### src/rtl/sc_mmio_pkg.sv
// Shared definitions for the MMIO controller: register map, reset values
// and the 7-segment glyph table.
package sc_mmio_pkg;

   // Word offsets decoded from addr[4:2]
   typedef enum logic [2:0] {
      REG_SW    = 3'd0,
      REG_LED   = 3'd1,
      REG_HEX   = 3'd2,
      REG_BLANK = 3'd3,
      REG_CHG   = 3'd4,
      REG_IE    = 3'd5,
      REG_RSV6  = 3'd6,
      REG_RSV7  = 3'd7
   } reg_off_e;

   localparam logic       IE_RST   = 1'b0;
   localparam logic [6:0] SEG_OFF  = 7'h7F;

   // Nibble to active-low gfedcba segments
   function automatic logic [6:0] seg7(input logic [3:0] nib);
      logic [6:0] s;
      case (nib)
         4'h0: s = 7'h40;
         4'h1: s = 7'h79;
         4'h2: s = 7'h24;
         4'h3: s = 7'h30;
         4'h4: s = 7'h19;
         4'h5: s = 7'h12;
         4'h6: s = 7'h02;
         4'h7: s = 7'h78;
         4'h8: s = 7'h00;
         4'h9: s = 7'h10;
         4'hA: s = 7'h08;
         4'hB: s = 7'h03;
         4'hC: s = 7'h46;
         4'hD: s = 7'h21;
         4'hE: s = 7'h06;
         default: s = 7'h0E;
      endcase
      return s;
   endfunction

endpackage

### src/rtl/sc_mmio_ctrl_sw_debounce.sv
// One switch bit: 2-FF synchroniser, stability counter and debounced output.
// chg pulses in the cycle whose clock edge updates sw_deb.
module sc_sw_debounce #(
   parameter int DEB_CYCLES = 16
) (
   input  logic clock,
   input  logic reset,
   input  logic sw_raw,
   output logic sw_deb,
   output logic chg
);

   localparam int            CW       = $clog2(DEB_CYCLES);
   localparam logic [CW-1:0] CNT_LAST = CW'(DEB_CYCLES - 1);

   logic          sync1;
   logic          sync2;
   logic [CW-1:0] cnt;
   logic          mismatch;

   // Accept the new value once the mismatch has lasted DEB_CYCLES samples
   always_comb begin
      mismatch = (sync2 != sw_deb);
      chg      = mismatch && (cnt == CNT_LAST);
   end

   // Synchroniser, counter and debounced state
   always_ff @(posedge clock) begin
      if (reset) begin
         sync1  <= 1'b0;
         sync2  <= 1'b0;
         cnt    <= '0;
         sw_deb <= 1'b0;
      end else begin
         sync1 <= sw_raw;
         sync2 <= sync1;
         if (!mismatch) begin
            cnt <= '0;
         end else if (chg) begin
            cnt    <= '0;
            sw_deb <= sync2;
         end else begin
            cnt <= cnt + 1'b1;
         end
      end
   end

endmodule

### src/rtl/sc_mmio_ctrl.sv
// Memory-mapped switch/LED/hex controller with debounced switches,
// registered read-back, hex blanking and a sticky switch-change interrupt.
module sc_mmio_ctrl
   import sc_mmio_pkg::*;
#(
   parameter int SW_W       = 10,
   parameter int LED_W      = 10,
   parameter int HEX_DIGITS = 6,
   parameter int DEB_CYCLES = 16
) (
   input  logic                    clock,
   input  logic                    reset,
   input  logic                    sel,
   input  logic [31:0]             addr,
   input  logic                    we,
   input  logic [31:0]             wdata,
   output logic [31:0]             rdata,
   output logic                    irq,
   input  logic [SW_W-1:0]         io_in_sw,
   output logic [LED_W-1:0]        io_out_led,
   output logic [7*HEX_DIGITS-1:0] io_out_hex
);

   reg_off_e                  off;
   logic                      wr;
   logic [SW_W-1:0]           sw_deb;
   logic [SW_W-1:0]           chg_set;
   logic [SW_W-1:0]           chg_clr;
   logic [LED_W-1:0]          led_q;
   logic [4*HEX_DIGITS-1:0]   hex_q;
   logic [HEX_DIGITS-1:0]     blank_q;
   logic [SW_W-1:0]           chg_q;
   logic                      ie_q;
   logic [31:0]               rd_val;
   logic                      unused_bus_bits;

   assign off             = reg_off_e'(addr[4:2]);
   assign wr              = sel && we;
   assign unused_bus_bits = ^{addr[31:5], addr[1:0], wdata};

   for (genvar i = 0; i < SW_W; i++) begin : g_sw
      sc_sw_debounce #(.DEB_CYCLES(DEB_CYCLES)) u_deb (
         .clock  (clock),
         .reset  (reset),
         .sw_raw (io_in_sw[i]),
         .sw_deb (sw_deb[i]),
         .chg    (chg_set[i])
      );
   end

   // W1C mask for the change register
   always_comb begin
      chg_clr = '0;
      if (wr && off == REG_CHG) chg_clr = wdata[SW_W-1:0];
   end

   // Writable registers; a change event beats a same-cycle clear
   always_ff @(posedge clock) begin
      if (reset) begin
         led_q   <= '0;
         hex_q   <= '0;
         blank_q <= '1;
         chg_q   <= '0;
         ie_q    <= IE_RST;
      end else begin
         if (wr && off == REG_LED)   led_q   <= wdata[LED_W-1:0];
         if (wr && off == REG_HEX)   hex_q   <= wdata[4*HEX_DIGITS-1:0];
         if (wr && off == REG_BLANK) blank_q <= wdata[HEX_DIGITS-1:0];
         if (wr && off == REG_IE)    ie_q    <= wdata[0];
         chg_q <= (chg_q & ~chg_clr) | chg_set;
      end
   end

   // Read mux, zero-extended
   always_comb begin
      rd_val = '0;
      case (off)
         REG_SW:    rd_val[SW_W-1:0]         = sw_deb;
         REG_LED:   rd_val[LED_W-1:0]        = led_q;
         REG_HEX:   rd_val[4*HEX_DIGITS-1:0] = hex_q;
         REG_BLANK: rd_val[HEX_DIGITS-1:0]   = blank_q;
         REG_CHG:   rd_val[SW_W-1:0]         = chg_q;
         REG_IE:    rd_val[0]                = ie_q;
         default:   rd_val                   = '0;
      endcase
   end

   // Registered read data, zero when not selected
   always_ff @(posedge clock) begin
      if (reset) rdata <= '0;
      else       rdata <= sel ? rd_val : '0;
   end

   // Hex decode with per-digit blanking
   always_comb begin
      io_out_hex = '1;
      for (int unsigned k = 0; k < HEX_DIGITS; k++) begin
         if (!blank_q[k]) io_out_hex[7*k +: 7] = seg7(hex_q[4*k +: 4]);
         else             io_out_hex[7*k +: 7] = SEG_OFF;
      end
   end

   // Interrupt and LED drive straight from registers
   always_comb begin
      irq        = ie_q && (|chg_q);
      io_out_led = led_q;
   end

endmodule

### config.mk
export PLATFORM = sky130hd
export DESIGN_NAME = sc_mmio_ctrl
export DESIGN_NICKNAME = d
export VERILOG_FILES = /design/src/rtl/sc_mmio_pkg.sv /design/src/rtl/sc_mmio_ctrl_sw_debounce.sv /design/src/rtl/sc_mmio_ctrl.sv
export SDC_FILE = /design/constraint.sdc
export NUM_CORES = 1
export LEC_CHECK = 0
export ABC_AREA = 1
export CAP_MARGIN = 20
export CELL_PAD_IN_SITES_DETAIL_PLACEMENT = 0
export CELL_PAD_IN_SITES_GLOBAL_PLACEMENT = 1
export CORE_UTILIZATION = 42
export DETAILED_ROUTE_END_ITERATION = 8
export DONT_BUFFER_PORTS = 1
export PLACE_DENSITY_LB_ADDON = 0.1
export SYNTH_ARGS = -nofsm -noshare
export SYNTH_HDL_FRONTEND = slang
export SYNTH_SLANG_ARGS = --single-unit
### constraint.sdc
create_clock -name clock -period 1.95 [get_ports clock]
set_input_delay 0.585 -clock clock [delete_from_list [all_inputs] [get_ports clock]]
set_output_delay 0.585 -clock clock [all_outputs]
set_load 0.005 [all_outputs]
# [After elaboration in Yosys (flattened, before gate mapping)]
# Memory sizes are Yosys's and may differ from the RTL's. A register that Yosys moved wholly into a read port is not among the register bits.
# Index checks and enable logic that the tools add are counted.
[totals] regBits=153 rom_bits=672 inputBits=78 wordCells=167 memories=6
[memory_table] memory="(no name shown)" depth=16 word_bits=7 rd=1 rd_ports_with_merged_regs=1 wr=0 line_no="sc_mmio_pkg.sv:23" source="case (nib)"
[memory_table] memory="(no name shown)" depth=16 word_bits=7 rd=1 rd_ports_with_merged_regs=1 wr=0 line_no="sc_mmio_pkg.sv:23"
[memory_table] memory="(no name shown)" depth=16 word_bits=7 rd=1 rd_ports_with_merged_regs=1 wr=0 line_no="sc_mmio_pkg.sv:23"
[memory_table] memory="(no name shown)" depth=16 word_bits=7 rd=1 rd_ports_with_merged_regs=1 wr=0 line_no="sc_mmio_pkg.sv:23"
[memory_table] memory="(no name shown)" depth=16 word_bits=7 rd=1 rd_ports_with_merged_regs=1 wr=0 line_no="sc_mmio_pkg.sv:23"
[memory_table] memory="(no name shown)" depth=16 word_bits=7 rd=1 rd_ports_with_merged_regs=1 wr=0 line_no="sc_mmio_pkg.sv:23"
[classes] n_addsub=10 eq_ne=25 mux=22 bitwise=15 reduce_logical=41
[op_table] operator="4-bit 2-to-1 mux" n=12
[op_table] operator="7-bit 2-to-1 mux" n=6
[op_table] operator="4-bit by 1-bit adder with 4-bit output, second input constant" n=10
[op_table] operator="4-bit equality test, second input constant" n=10
[op_table] operator="3-bit OR reduction" n=11
[op_table] operator="5-bit one-hot mux with 5 select lines" n=1
[op_table] operator="2-bit AND reduction" n=10
[op_table] operator="1-bit logical AND" n=17
[op_table] operator="4-bit one-hot mux with 4 select lines" n=1
[op_table] operator="1-bit inverter" n=12
[op_table] operator="10-bit AND" n=1
[op_table] operator="10-bit 2-to-1 mux" n=1
[op_table] operator="1-bit != test" n=10
[op_table] operator="10-bit inverter" n=1
[op_table] operator="10-bit OR" n=1
[op_table] operator="10-bit OR reduction" n=1
[op_table] operator="3-bit by 2-bit equality test with 1-bit output, second input constant" n=2
[op_table] operator="3-bit equality test, second input constant" n=2
[op_table] operator="1-bit one-hot mux with 6 select lines" n=1
[op_table] operator="3-bit by 1-bit equality test with 1-bit output, second input constant" n=1
[op_table] operator="3-bit logical NOT" n=1
[op_table] operator="2-bit OR reduction" n=1

# [Depth between registers and ports, before layout]
[depth] word_depth=6 mapped_depth=13 ltp_nobuf=12

# [Cells and area by module]
# From an unflattened synthesis, not the netlist that was laid out.
[hier_totals] cells_unflattened=1192 area_unflattened_um2=8759.7
[modules_own_cells] mod="sc_mmio_ctrl" n_inst=1 cells_per_inst=832 area_per_inst_um2=6007.0 seq_area_each_um2=2342.2
[modules_own_cells] mod="sc_sw_debounce" n_inst=10 cells_per_inst=36 area_per_inst_um2=275.3 seq_area_each_um2=140.1

# [Worst setup path before layout]
# No wires, ideal clock.
[synth_timing] path_type="input to register" start="input port sel" end="register (tool-made name)" t_arrival_ns=1.881 path_slack_ns=-0.044 path_stages=13 path_buffers=1 path_cell_list="nand2_2 -> inv_4 -> nand3_4 -> buf_6 -> nand2_1 -> nand2_1 -> nand2_2 -> inv_1 -> ha_1 -> inv_1 -> nand3_1 -> nand3_1 -> nand2_1"
[synth_rtl] element="from (decl)" line_no="sc_mmio_ctrl.sv:13" source="input logic sel,"

# [Worst setup path in the final report]
[layout_timing] start="register chg_q[5]" end="output port irq"
[layout_via] elab_chain_cells=2
[layout_lines] element="from (decl)" line_no="sc_mmio_ctrl.sv:32" source="logic [SW_W-1:0] chg_q;"
[layout_lines] element="from (signal assigned)" line_no="sc_mmio_ctrl.sv:70" source="chg_q <= (chg_q & ~chg_clr) | chg_set;"
[layout_lines] element="10-bit OR reduction" line_no="sc_mmio_ctrl.sv:105" source="irq = ie_q && (|chg_q);"
[layout_lines] element="1-bit logical AND" line_no="sc_mmio_ctrl.sv:105"
[layout_lines] element="to (decl)" line_no="sc_mmio_ctrl.sv:18" source="output logic irq,"
# No other way between the ends.

==> reports/results.txt <==
Status: finished clean
Nets@finish: 1292
R2R setup slack: 560 ps
CTS sink count: 187
GRT overflow: 0
Die W: 145 microns
Placed Cells: 1414
Worst Path Max Fanout: 3
Post-Synth Adder-Cell Area: 6.73%
Pre-CTS WS: -124 ps
Largest area contributor in the synthesized netlist: dfxtp_1
GPL Wtd Cong: 0.825
Unrepaired setup endpoints after global routing: false
Power Density: 785 nW/um^2
# IOs: 163
Layout area overhead: 15.6%
Vias/cell: 4.63
# DRC: 0
Vias in the first global route: 6273
Via count: 6692
Max-Cap Viols: 0
Largest net degree at the start of global routing: 51
Setup WS post-layout: 48.1 ps
Hold Buf Count CTS: 0
Final core utilization: 50.1%
CTS Buffer Depth: 2
Clock latency on the worst-skew pair: 440 ps
Maximum clock frequency: 526 MHz
Most area-consuming cells after synthesis: dfxtp_1, nand2_1, nand3_1
Yosys cell types: 39
Cells after Synth: 1107
Core area: 19700 sq um
Effective utilization at floorplan: 43.4%
Synthesis Warnings: 0
Top cell type's share of synthesized area: 43.8%
Hold crit path type: in -> reg
Syn Area/Cell: 7.72 sq um
Synth Area in Compound Gates: 5.72%
Num rows: 51
Clk pin slew, worst setup/hold paths: 70 ps
Port bufs: 0
First-pass GRT wire length: 32.4 mm
Synth Flop Type: dfxtp_1
Leak Pwr: 4.68 nW
Chip height: 145 microns
Register area share after synthesis: 43.8%
Final setup viols: 0
M1 WL: 9.94 mm
Diode count: 0
Initial antenna violation count: 0
Fin. Hold Viols: 0
DR WL met2: 9.25 mm
Met3 wire len: 673 microns
Mux cell area share after synthesis: 0%
Fin crit share: 97.5%
DRT Pass-1 Iters: 5
Final Non-Filler Cells: 1446
Peak VDD IR: 0.000580 V
Initial DRC count: 377
CP Class: reg -> out
Simple-gate share of the synthesized area: 31.2%
CTS tree: built
TritonCTS Buffers: 17
Post-CTS Setup Bufs: 0
Largest family of logic cells by synthesized area: simple AND/OR/NAND/NOR gates
Post-Syn Area: 8550 sq um
Required @ worst endpoint: 1360 ps
Max Slew Vio Count: 0
Post-synth top cells: nand2_1, dfxtp_1, inv_1
CTS resizes: 2
Startpoint types: flop
Tmin final: 1900 ps
Xor/xnor share of the synthesized area: 3.07%
DP Wirelength: 15.1 mm
FFs w/ async S/R, synth: 0%
Routed Wire Length: 20.1 mm
Tot GR Track Use: 20.3%
DR top layer: met4
Root buffer cell: clkbuf_16
Layout cells sized above 1: 17.1%
Most frequent cell after synthesis: nand2_1
CTS H-tree depth: 4
Final ANT Viol Nets: 0
Skew final: 8.73 ps
DR WL/cell: 13.9 microns
Die Outline Area: 20900 sq um
Post-synthesis register bit count: 187
Crit path arrival time: 1320 ps
Number of flops mapped to enable cells by yosys: 0
Worst Setup End Kind: output port
-- power breakdown --
| group | switching, mW | internal [mW] | total [mW] |
|---|---|---|---|
| Combinational | 0.257 | 0.159 | 0.416 |
| Clock | 1.58 | 1.83 | 3.42 |
| Sequential | 0.0352 | 3.89 | 3.92 |
| Total | 1.88 | 5.88 | 7.76 |
-- cell families (layout without fill, tap and decap cells) --
logic type	count (synthesis)	count (layout)
xor+xnor	30	30
buf+inv	190	257
simple gates	572	572
other cells	1	8
compound gates	81	81
fa+ha+maj	46	46
flops	187	187
-- stage by stage --
stage / TNS, ps / power, mW / hold slack (ps) / instance area [sq um]
floorplan: 0 / 4.30 / 388 / 8590
global placement: -1200 / 4.43 / 393 / 9290
detailed placement: -1290 / 4.43 / 396 / 9290
CTS: 0 / 7.86 / 205 / 9870
global route: 0 / 8.08 / 201 / 9880
finish: 0 / 7.76 / 224 / 9880
-- layout make-up --
class	count	area, sq um
fill	2011	9830
multi-input combinational	737	4060
sequential	187	3740
inverter	156	593
timing repair buffer	69	581
clock buffer	19	443
tap	265	332
clock inverter	13	134
-- cells in the final DEF (no fill, tap or decap), types with 3 or more instances in the layout --
cell type / n
o211ai_1: 11
a21oi_1: 18
buf_12: 5
nand3_1: 133
inv_6: 5
nand2_1: 237
xnor2_1: 20
buf_4: 64
nand3_4: 4
nand3_2: 15
conb_1: 8
or2_2: 43
o21ai_0: 27
o22ai_1: 6
nand2_4: 3
inv_1: 142
nand2_2: 17
inv_2: 9
clkbuf_16: 17
a41oi_1: 4
a211oi_1: 10
ha_1: 46
clkinv_2: 3
nor2_1: 111
xor2_1: 10
dfxtp_1: 187
-- worst max-delay path, stage by stage, from the launching register on --
cell     delay, ps
dfxtp_1        340
nor4_2         360
a31oi_1        190
-- layer usage --
layer / GRT usage (%) / vias to the layer above
met3: 4.15 / 15
met2: 32.6 / 98
met4: 5.82 / 0
met5: 0 / -
li1: - / 3590
met1: 27.4 / 2989
-- final timing paths --
path | cells past startpoint | start | end
max | 2 | chg_q[5]$_SDFF_PP0_ | irq
min | 1 | reset | g_sw[2].u_deb.sync2$_SDFF_PP0_
max reg2reg | 8 | hex_q[8]$_SDFFE_PP0P_ | flop
min reg2reg | 2 | g_sw[4].u_deb.sync1$_SDFF_PP0_ | g_sw[4].u_deb.sync2$_SDFF_PP0_
Power figures use the tool's default switching activity.
